$ cat config.mk
export PLATFORM = sky130hd
export DESIGN_NAME = seq_magnitude_comparator
export DESIGN_NICKNAME = d
export VERILOG_FILES = /design/src/rtl/cmp_pkg.sv /design/src/rtl/cmp_digit.sv /design/src/rtl/seq_magnitude_comparator.sv
export SDC_FILE = /design/constraint.sdc
export NUM_CORES = 1
export LEC_CHECK = 0
export ABC_AREA = 1
export CAP_MARGIN = 15
export CORE_ASPECT_RATIO = 1.25
export CORE_UTILIZATION = 54
export DETAILED_ROUTE_END_ITERATION = 10
export PLACE_DENSITY = 0.83
export SYNTH_ARGS = -nofsm -noshare
export SYNTH_HDL_FRONTEND = slang
export SYNTH_SLANG_ARGS = --single-unit
export TNS_END_PERCENT = 30
$ cat constraint.sdc
create_clock -name clk -period 3.3 [get_ports clk]
set_input_delay 0.66 -clock clk [delete_from_list [all_inputs] [get_ports clk]]
set_output_delay 0.66 -clock clk [all_outputs]
set_load 0.02 [all_outputs]
$ cat src/rtl/cmp_pkg.sv
// Shared constants for the sequential magnitude comparator: FSM encoding and
// an elaboration-time log2 helper.
package cmp_pkg;

  localparam logic [1:0] ST_IDLE = 2'd0;
  localparam logic [1:0] ST_SCAN = 2'd1;
  localparam logic [1:0] ST_DONE = 2'd2;

  // Ceiling log2; returns 0 for n <= 1.
  function automatic int unsigned clog2(input int unsigned n);
    int unsigned r;
    int unsigned v;
    r = 0;
    v = (n > 0) ? n - 1 : 0;
    while (v > 0) begin
      r = r + 1;
      v = v >> 1;
    end
    return r;
  endfunction

endpackage

$ cat src/rtl/cmp_digit.sv
// Combinational unsigned compare of one DIGIT-bit slice, built from gate
// primitives as an MSB-first equality-prefix cascade.
module cmp_digit #(
  parameter int unsigned DIGIT = 4
) (
  input  logic [DIGIT-1:0] x,
  input  logic [DIGIT-1:0] y,
  output logic             gt,
  output logic             eq
);

  // Bit i decides gt only when every higher bit already matched.
  for (genvar i = 0; i < DIGIT; i++) begin : g_bit
    wire w_pre_in;
    wire w_acc_in;
    wire w_bit_eq;
    wire w_y_n;
    wire w_term;
    wire w_pre_o;
    wire w_acc_o;

    if (i == DIGIT - 1) begin : g_msb
      assign w_pre_in = 1'b1;
      assign w_acc_in = 1'b0;
    end else begin : g_low
      assign w_pre_in = g_bit[i+1].w_pre_o;
      assign w_acc_in = g_bit[i+1].w_acc_o;
    end

    xnor u_xnor (w_bit_eq, x[i], y[i]);
    not  u_not  (w_y_n, y[i]);
    and  u_term (w_term, w_pre_in, x[i], w_y_n);
    and  u_pre  (w_pre_o, w_pre_in, w_bit_eq);
    or   u_acc  (w_acc_o, w_acc_in, w_term);
  end

  assign gt = g_bit[0].w_acc_o;
  assign eq = g_bit[0].w_pre_o;

endmodule

$ cat src/rtl/seq_magnitude_comparator.sv
// Multi-cycle MSB-first magnitude comparator with early exit, unsigned or
// two's-complement, behind valid/ready handshakes on both sides.
module seq_magnitude_comparator
  import cmp_pkg::*;
#(
  parameter int unsigned WIDTH = 16,
  parameter int unsigned DIGIT = 4
) (
  input  logic             clk,
  input  logic             rst,
  input  logic             start_valid,
  output logic             start_ready,
  input  logic [WIDTH-1:0] a,
  input  logic [WIDTH-1:0] b,
  input  logic             signed_mode,
  output logic             res_valid,
  input  logic             res_ready,
  output logic             a_gt_b,
  output logic             a_eq_b,
  output logic             a_lt_b
);

  localparam int unsigned NUM_DIGITS = WIDTH / DIGIT;
  localparam int unsigned IDX_W      = (clog2(NUM_DIGITS) < 1) ? 1 : clog2(NUM_DIGITS);
  localparam logic [WIDTH-1:0] SIGN_BIT = WIDTH'(1) << (WIDTH - 1);

  logic [1:0]       r_state;
  logic [WIDTH-1:0] r_op_a;
  logic [WIDTH-1:0] r_op_b;
  logic [IDX_W-1:0] r_idx;
  logic             r_gt;
  logic             r_eq;
  logic             r_lt;
  logic             r_start_ready;
  logic             r_res_valid;

  logic [1:0]       w_state_nxt;
  logic [WIDTH-1:0] w_op_a_nxt;
  logic [WIDTH-1:0] w_op_b_nxt;
  logic [IDX_W-1:0] w_idx_nxt;
  logic             w_gt_nxt;
  logic             w_eq_nxt;
  logic             w_lt_nxt;
  logic             w_start_ready_nxt;
  logic             w_res_valid_nxt;

  logic [WIDTH-1:0] w_sign_mask;
  logic [DIGIT-1:0] w_a_dig;
  logic [DIGIT-1:0] w_b_dig;
  logic             w_dig_gt;
  logic             w_dig_eq;

  // Flipping the sign bit maps two's-complement onto offset binary.
  assign w_sign_mask = signed_mode ? SIGN_BIT : '0;

  assign w_a_dig = DIGIT'(r_op_a >> (32'(r_idx) * DIGIT));
  assign w_b_dig = DIGIT'(r_op_b >> (32'(r_idx) * DIGIT));

  cmp_digit #(.DIGIT(DIGIT)) u_cmp_digit (
    .x  (w_a_dig),
    .y  (w_b_dig),
    .gt (w_dig_gt),
    .eq (w_dig_eq)
  );

  // Next-state and next-output logic.
  always_comb begin
    w_state_nxt       = r_state;
    w_op_a_nxt        = r_op_a;
    w_op_b_nxt        = r_op_b;
    w_idx_nxt         = r_idx;
    w_gt_nxt          = r_gt;
    w_eq_nxt          = r_eq;
    w_lt_nxt          = r_lt;
    w_start_ready_nxt = r_start_ready;
    w_res_valid_nxt   = r_res_valid;

    case (r_state)
      ST_IDLE: begin
        if (start_valid && r_start_ready) begin
          w_op_a_nxt        = a ^ w_sign_mask;
          w_op_b_nxt        = b ^ w_sign_mask;
          w_idx_nxt         = IDX_W'(NUM_DIGITS - 1);
          w_start_ready_nxt = 1'b0;
          w_state_nxt       = ST_SCAN;
        end
      end
      ST_SCAN: begin
        if (!w_dig_eq) begin
          w_gt_nxt        = w_dig_gt;
          w_lt_nxt        = ~w_dig_gt;
          w_eq_nxt        = 1'b0;
          w_res_valid_nxt = 1'b1;
          w_state_nxt     = ST_DONE;
        end else if (r_idx == '0) begin
          w_gt_nxt        = 1'b0;
          w_lt_nxt        = 1'b0;
          w_eq_nxt        = 1'b1;
          w_res_valid_nxt = 1'b1;
          w_state_nxt     = ST_DONE;
        end else begin
          w_idx_nxt = r_idx - IDX_W'(1);
        end
      end
      ST_DONE: begin
        if (res_ready) begin
          w_res_valid_nxt   = 1'b0;
          w_start_ready_nxt = 1'b1;
          w_state_nxt       = ST_IDLE;
        end
      end
      default: begin
        w_res_valid_nxt   = 1'b0;
        w_start_ready_nxt = 1'b1;
        w_state_nxt       = ST_IDLE;
      end
    endcase
  end

  always_ff @(posedge clk) begin
    if (rst) begin
      r_state       <= ST_IDLE;
      r_op_a        <= '0;
      r_op_b        <= '0;
      r_idx         <= '0;
      r_gt          <= 1'b0;
      r_eq          <= 1'b0;
      r_lt          <= 1'b0;
      r_start_ready <= 1'b1;
      r_res_valid   <= 1'b0;
    end else begin
      r_state       <= w_state_nxt;
      r_op_a        <= w_op_a_nxt;
      r_op_b        <= w_op_b_nxt;
      r_idx         <= w_idx_nxt;
      r_gt          <= w_gt_nxt;
      r_eq          <= w_eq_nxt;
      r_lt          <= w_lt_nxt;
      r_start_ready <= w_start_ready_nxt;
      r_res_valid   <= w_res_valid_nxt;
    end
  end

  assign start_ready = r_start_ready;
  assign res_valid   = r_res_valid;
  assign a_gt_b      = r_gt;
  assign a_eq_b      = r_eq;
  assign a_lt_b      = r_lt;

endmodule

* Word-level counts from Yosys, hierarchy flattened *
Cells that the tools add are included.

operators by class
  order comparisons = 0
  equal/unequal tests = 8
  mux-type cells = 21
  shift operators = 2
  reductions and logical operators = 14
  div/mod/pow operators = 0
  add/subtract/negate cells = 1
  bitwise gates (word level) = 19
  $mul = 0

operators with widths
  kind                 number
  $shr 16x4->4         2
  $xor 16x16->16       2
  $reduce_and 3->1     6
  $mux 16              1
  $mux 2               7
  $mux 1               9
  $ne 2x2->1 const B   4
  $not 1->1            7
  $pmux 1 s3           2
  $pmux 2 s3           1
  $reduce_and 2->1     3
  $logic_not 2->1      2
  $pmux 2 s2           1
  $reduce_and 4->1     1
  $xnor 1x1->1         4
  $and 1x1->1          3
  $ne 3x3->1 const B   1
  $or 1x1->1           3
  $eq 2x1->1 const B   1
  $eq 2x2->1 const B   1
  $ne 2x1->1 const B   1
  $reduce_bool 2->1    1
  $sub 2x1->2 const B  1
  $logic_and 1x1->1    1

word-level totals
  logic and storage cells = 74
  input port bits = 37
  output and inout bits = 5
  RAM bits = 0
  bits in latches = 0
  memory bits (read-only) = 0
  memories kept = 0
  bits in registers = 41

* Logic depth before layout (Yosys ltp) *
Gate-level depths: netlist of the first run.

  word-level depth = 8
  mapped depth = 16
  depth with buffers taken out = 14

* Cells and area by module *
From an unflattened synthesis of the first run, not the netlist that was laid out.

unflattened totals
  cells, all modules = 259
  area, all modules = 1869.3 µm²

modules (own cells, without submodules)
  module                    times used  area each (µm²)  sequential area each (µm²)  cells each
  seq_magnitude_comparator  1           1761.7           820.8                       239
  cmp_digit                 1           107.6            0.0                         20

* Worst setup path after synthesis of the first run *
OpenSTA, ideal clock, no wires.

  path type = register to register
  start point = register r_idx[0]
  end point = register r_lt, in the netlist a_lt_b
  slack = 1.551 ns
  period minus slack after synthesis = 1.749 ns
  library setup time = 0.115 ns
  stages on the path, launching flop included = 14
  path buffers = 2
  data arrival time = 1.634 ns
  cells stage by stage = dfxtp_1 -> buf_6 -> inv_4 -> buf_4 -> o21ai_0 -> a21oi_1 -> ha_1 -> nand3_1 -> nor2_2 -> nand2_1 -> nand2_2 -> inv_2 -> a21oi_1 -> nor2_1

on the way
  cells in the longest elaborated chain, start to end = 8

RTL lines
  what                                                   RTL line                                                        text
  start: declaration                                     seq_magnitude_comparator.sv:30                                  logic [IDX_W-1:0] r_idx;
  start signal: assignment                               seq_magnitude_comparator.sv:135                                 r_idx <= w_idx_nxt;
  $shr 16x4->4 (on tied branches)                        seq_magnitude_comparator.sv:56, seq_magnitude_comparator.sv:57
  $xnor 1x1->1 / $not 1->1 (equally long branches)       cmp_digit.sv:30, cmp_digit.sv:31
  $reduce_and 3->1, or another cell as far along         cmp_digit.sv:32                                                 and u_term (w_term, w_pre_in, x[i], w_y_n);
  $or 1x1->1, or another cell as far along               cmp_digit.sv:34                                                 or u_acc (w_acc_o, w_acc_in, w_term);
  $or 1x1->1 / $reduce_and 3->1 (equally long branches)  cmp_digit.sv:34, cmp_digit.sv:32
  $or 1x1->1                                             cmp_digit.sv:34
  $not 1->1                                              seq_magnitude_comparator.sv:91                                  w_lt_nxt = ~w_dig_gt;
  $mux 1                                                 seq_magnitude_comparator.sv:89                                  if (!w_dig_eq) begin
  end signal: assignment                                 seq_magnitude_comparator.sv:138                                 r_lt <= w_lt_nxt;
  end: declaration                                       seq_magnitude_comparator.sv:33                                  logic r_lt;

Several ways; a longest one is shown, not always the timed one.
A chain may end at the register's enable or synchronous reset.

* Worst setup path after layout of the first run *
  start point = register r_idx[1]
  end point = register r_gt, in the netlist a_gt_b

on the way
  cells in the longest elaborated chain, start to end = 7

RTL lines
  what                                                                RTL line                                                        text
  $shr 16x4->4 (on tied branches)                                     seq_magnitude_comparator.sv:56, seq_magnitude_comparator.sv:57
  $xnor 1x1->1 / $not 1->1 (equally long branches)                    cmp_digit.sv:30, cmp_digit.sv:31
  $and 1x1->1, or another cell as far along (3 in a row)              cmp_digit.sv:33                                                 and u_pre (w_pre_o, w_pre_in, w_bit_eq);
  $ne 2x2->1 (no source line) / $or 1x1->1 (equally long branches)    --
  $reduce_and 2->1 (no source line) / $mux 1 (equally long branches)  --
  end signal: assignment                                              seq_magnitude_comparator.sv:136                                 r_gt <= w_gt_nxt;
  end: declaration                                                    seq_magnitude_comparator.sv:31                                  logic r_gt;

Several ways; a longest one is shown, not always the timed one.

==> metrics.cfg, run 1 <==
[clock_tree]
ctsHoldBuffers=0
clk_latency_ns=0.29
cts_made_buffers=5
cts.path.max_buffers=2
cts.sink_count=41
cts_tree=built
h-tree-depth=2
post_cts_buffers=0
cts-root-buf=clkbuf_8
post_cts_resized=0
cts.clk_slew.worst_paths_ns=0.08

[power]
p_sw_uw=429
power.density_mw_per_mm2=523
internal_power_uw=886
vdd_drop_max_uv=263
clkPwrFrac_pct=24.6
comb_power_share_pct=30.2
switching_share_pct=32.6
leakagePower_uw=0.00116
p_seq_share_pct=45.2

[timing]
skew_ns=0.00668
min_period_over_period_pct=66.2
finalSetupViolCount=0
grt_setup_unrepaired=false
hold_viol=0
period_needed_ns=2.19
timing.fmax_ghz=0.457
drv_slew=0
tns_ns=0
max-slew-margin-rel_pct=32.4
tightest_slew_ns=1.01

[yosys]
seq_area_frac_synth_pct=40.4
synthCells=310
netlist_area_mm2=0.00203
async_reset_ff_share_pct=0
synth_fp_nets=349
synth.distinct_cells=26
synth_area_per_cell_um2=6.55
synth-edff-count=0
ys.flop_type=dfxtp_1
ys_seq_elements=41
yosysWarningCount=0

[global_routing]
grt_pass1_wl_um=8080
grt_max_degree=39
overflow=0
grt_usage_pct=25.0
grt_pass1_vias=1988
antenna_found_initial=0

[finish]
fin_area_mm2=0.00251
final_nets=384
layout-drive-gt1-share_pct=7.25
syn2layout_area_growth_pct=23.7
layout_commonest_cell=nand2_1
final_cell_mix=nand2_1, nor2_1, dfxtp_1, clkdlybuf4s50_1, o21ai_0
final_cell_count_no_fill=384
filler_cell_count=348
antenna_cells=0

[drt]
drtIter0Drc=74
first_pass_iters=7
routed_wl_um=4330
drc=2
vias_per_cell=5.10
num_vias=1958
ant_nets=0
routedWlPerCell_um=11.3

[worst_hold_path]
hold_path_class=reg -> reg
whs_path_depth=2

[placement]
place_area_mm2=0.00242
dp_cells=377
place_congestion=0.841
dp_hpwl_um=2900
port_buffers=41

[setup_path]
cp.depth=12
worstPathRequired_ns=3.51
path_max_fanout=16
worstPathCellList=inv_2, o21ai_0, nor2_1, a21oi_1, ha_1, nand3_1, nor2_2, nand2_1, nand2_2, inv_2, nand2_2, a21oi_1
endpoint_kind=register
rr_worst_depth=12
critPathTopFamily=flip-flops
max_stage_delay_ns=0.65
crit_arrival_ns=2.40
critPathBufInv=2
worstSetupPathType=reg -> reg
crit_path_top_delay_cell=dfxtp_1
setup.worst_path.start_class=register

[die]
die_y_um=70.5
core-area_mm2=0.00354
placementRows=24
io_pins=42
die_area_mm2=0.00401
fp.dieW_um=56.8
initial_core_util_pct=57.3

[outcome]
run_status=complete, but fails checks
violations=design-rule violations

[run]
drv_cap=0

[final cells by class]
cell class | count | area (µm²) | area share, %
clock buffer | 7 | 86.3 | 3.44
multi-input combinational | 233 | 1040 | 41.6
timing repair buffer | 44 | 433 | 17.2
inverter | 20 | 77.6 | 3.09
sequential | 41 | 821 | 32.7
tap | 39 | 48.8 | 1.94
[layer usage]
layer  part of all wire (%)  vias up  wire [µm]  GRT usage, %
met5                      0        -          0             0
met4                    1.3        0         58          12.2
met3                    3.6        7        158          4.94
met2                     50       38       2180          42.7
met1                     45      860       1940          29.8
li1                       -     1053          -             -
[path summary, 6_finish.rpt]
check / start / endpoint / slack, ns
hold reg to reg: res_valid / res_valid / 0.47
setup / recovery: r_idx[1] / a_gt_b / 1.11
setup reg to reg: r_idx[1] / a_gt_b / 1.11
hold / removal: res_valid / res_valid / 0.47
[stage by stage]
step	setup WS, ns	total power, µW	hold slack (ns)	util (%)
6_report	1.11	1310	0.466	70.9
5_1_grt	0.882	1420	0.516	70.9
4_1_cts	1.13	1320	0.473	70.9
3_5_place_dp	0.913	999	0.460	68.4
3_3_place_gp	0.944	991	0.444	68.4
2_1_floorplan	1.55	890	0.425	-
[power by group through the flow]
| stage | clock network, µW | registers [µW] | logic, µW |
|---|---|---|---|
| floorplan | 0 | 602 | 288 |
| global placement | 0 | 604 | 387 |
| detailed placement | 0 | 604 | 394 |
| CTS | 330 | 594 | 399 |
| global route | 355 | 603 | 459 |
| finish | 323 | 594 | 397 |
[sequential cells by signal, indices dropped and copies added (netlist names)]
register     cells
r_op_a          16
r_op_b          16
r_idx            2
r_state          2
a_eq_b           1
a_gt_b           1
a_lt_b           1
res_valid        1
start_ready      1
[synthesized netlist by cell type (2+ instances only)]
library cell / count / share of area, %
nand2_1: 74 / 14
nor2_1: 69 / 13
dfxtp_1: 41 / 40
o21ai_0: 36 / 8.9
nand3_1: 20 / 4.9
inv_1: 16 / 3.0
nand2_2: 10 / 3.1
a21oi_1: 9 / 2.2
clkbuf_1: 9 / 1.7
buf_2: 3 / 0.74
a31oi_1: 2 / 0.62
buf_4: 2 / 0.74
buf_6: 2 / 1.1
ha_1: 2 / 1.2
inv_2: 2 / 0.37
nor2_2: 2 / 0.62
o211ai_1: 2 / 0.74
[kinds of logic after synthesis]
kind of cell | share of synthesized area [%]
AOI/OAI and AO/OA | 13.1
xor gates and xnor gates | 0.863
adders and majority gates | 1.23
buffers and inverters | 8.08
DFF | 40.4
and+or+nand+nor | 36.3
[worst register-to-register path, stage by stage, from the launching register on]
cell and delay, ns:
dfxtp_1 0.65, inv_2 0.25, o21ai_0 0.14, nor2_1 0.07, a21oi_1 0.13, ha_1 0.27
nand3_1 0.11, nor2_2 0.05, nand2_1 0.06, nand2_2 0.06, inv_2 0.10, nand2_2 0.06
a21oi_1 0.15
No activity file was read; power rests on OpenSTA's default activity.
==> inputs of run 2 (changes only) <==
--- a/config.mk
+++ b/config.mk
@@ -8,9 +8,9 @@
 export ABC_AREA = 1
 export CAP_MARGIN = 15
 export CORE_ASPECT_RATIO = 1.25
-export CORE_UTILIZATION = 54
+export CORE_UTILIZATION = 46
 export DETAILED_ROUTE_END_ITERATION = 10
-export PLACE_DENSITY = 0.83
+export PLACE_DENSITY = 0.75
 export SYNTH_ARGS = -nofsm -noshare
 export SYNTH_HDL_FRONTEND = slang
 export SYNTH_SLANG_ARGS = --single-unit
==> constraint.sdc (replaced) <==
create_clock -name clk -period 1.8 [get_ports clk]
set_input_delay 0.36 -clock clk [delete_from_list [all_inputs] [get_ports clk]]
set_output_delay 0.36 -clock clk [all_outputs]
set_load 0.02 [all_outputs]
==> run 2 against run 1 <==
Compared with the run above:
- the flow finishes with violations (negative setup slack)
- clock power up 85%
- fmax up 21%
- final area rose by 8.0%
- combinational power is 130% higher
- critical path type unchanged
- largest cell class unchanged
- largest power group unchanged
==> metrics.cfg, run 2 (synthesis results as in run 1) <==
[outcome]
run_status=complete, but fails checks
violations=negative setup slack

[global_routing]
grt_pass1_wl_um=8410
grt_usage_pct=23.8
grt_max_degree=38
overflow=0
antenna_found_initial=0
grt_pass1_vias=2001

[clock_tree]
cts-root-buf=clkbuf_8
ctsHoldBuffers=0
cts.clk_slew.worst_paths_ns=0.07
clk_latency_ns=0.29
h-tree-depth=2
cts_tree=built
cts.sink_count=41
cts_made_buffers=5
cts.path.max_buffers=2

[drt]
drtIter0Drc=99
drc=0
routed_wl_um=4940
ant_nets=0
num_vias=2062
first_pass_iters=4
vias_per_cell=4.96
routedWlPerCell_um=11.9

[finish]
final_nets=399
layout_commonest_cell=nand2_1
filler_cell_count=408
final_cell_mix=nand2_1, nor2_1, clkdlybuf4s50_1
top_regs=r_op_a (16), r_op_b (16)
final_core_util_pct=65.1
antenna_cells=0
layout-drive-gt1-share_pct=13.9
syn2layout_area_growth_pct=33.7
fin_area_mm2=0.00271
seq_area_um2=826
multi_input_area_mm2=0.00109

[timing]
skew_ns=0.00568
finalSetupViolCount=1
min_period_over_period_pct=100
period_needed_ns=1.81
timing.fmax_ghz=0.554
drv_slew=0
tightest_slew_ns=0.345
hold_viol=0
setup_slack_ns=-0.00658
max-slew-margin-rel_pct=76.8
grt_setup_unrepaired=true
tns_ns=-0.00658

[die]
die_y_um=76.3
initial_core_util_pct=48.7
die_area_mm2=0.00468
io_pins=42
fp.dieW_um=61.4
placementRows=26
core-area_mm2=0.00416

[setup_path]
path_max_fanout=6
worstSetupPathType=reg -> reg
endpoint_kind=register
crit_arrival_ns=2.00
setup.worst_path.start_class=register
worstPathRequired_ns=1.99

[placement]
place_congestion=0.908
place_area_mm2=0.00255
dp_hpwl_um=3470
dp_slack_ns=0.0244
port_buffers=41

[worst_hold_path]
hold_path_class=reg -> reg

[power]
leakagePower_uw=0.00124
p_total_uw=2590
power.density_mw_per_mm2=956
vdd_drop_max_uv=537

[run]
drv_cap=0

==> run 2: changes by cell type in the layout (fill, tap and decap cells not counted), moves of 2 or more <==
cell,before,now
a21oi_1,9,7
a21oi_2,0,2
buf_4,3,15
dfxtp_1,41,39
nand2_1,74,72
nand2_2,10,12
nor2_1,69,67
o21ai_0,36,33
o21ai_1,0,3
==> run 2: final timing paths <==
path                  start         to  slack [ns]  cells after the start
hold / removal    res_valid  res_valid        0.48                      2
setup / recovery   r_idx[0]     a_lt_b      -0.007                     11
setup reg to reg   r_idx[0]     a_lt_b      -0.007                     11
hold reg to reg   res_valid  res_valid        0.48                      2
==> run 2: layout make-up <==
| class | instances | area share (%) |
|---|---|---|
| tap | 56 | 2.58 |
| clock buffer | 7 | 3.18 |
| timing repair buffer | 58 | 20.4 |
| sequential | 41 | 30.4 |
| multi-input combinational | 233 | 40.1 |
| timing repair inverter | 1 | 0.231 |
| inverter | 20 | 3.04 |
==> run 2: timing repair <==
item | in CTS | in global routing
resized for setup | 0 | 20
buffers inserted | 0 | 2
endpoints found under the setup margin | 0 | 8
==> run 2: report_power, final <==
| part | internal [µW] | switching (µW) | leakage (µW) | total, µW |
|---|---|---|---|---|
| Sequential | 1020 | 78.4 | 0.000340 | 1100 |
| Combinational | 393 | 503 | 0.000861 | 896 |
| Clock | 304 | 293 | 0.0000443 | 597 |
==> run 2: stage by stage <==
step                      hold slack, ns  std cells
after floorplan                    0.425        310
after global placement             0.457        406
after detailed placement           0.466        406
after CTS                          0.478        413
after global routing               0.507        416
final                              0.476        416
==> run 2: per-layer routing <==
| metal | up-vias | part of all wire (%) | global-route usage [%] |
|---|---|---|---|
| met5 | - | 0 | 0 |
| met4 | 0 | 2.9 | 10.7 |
| met3 | 13 | 3.4 | 6.45 |
| met2 | 40 | 50 | 38.3 |
| met1 | 926 | 44 | 28.6 |
| li1 | 1083 | - | - |
==> run 2: worst max-delay path, cell delays in order, from the launching register on <==
cell and delay (ns):
dfxtp_4 0.41, inv_6 0.05, o21ai_1 0.20, a21oi_2 0.09, ha_1 0.34, nand3_2 0.09
nor2_2 0.13, nand2_1 0.07, nand2_2 0.11, inv_4 0.05, a21oi_2 0.12, nor2_1 0.05
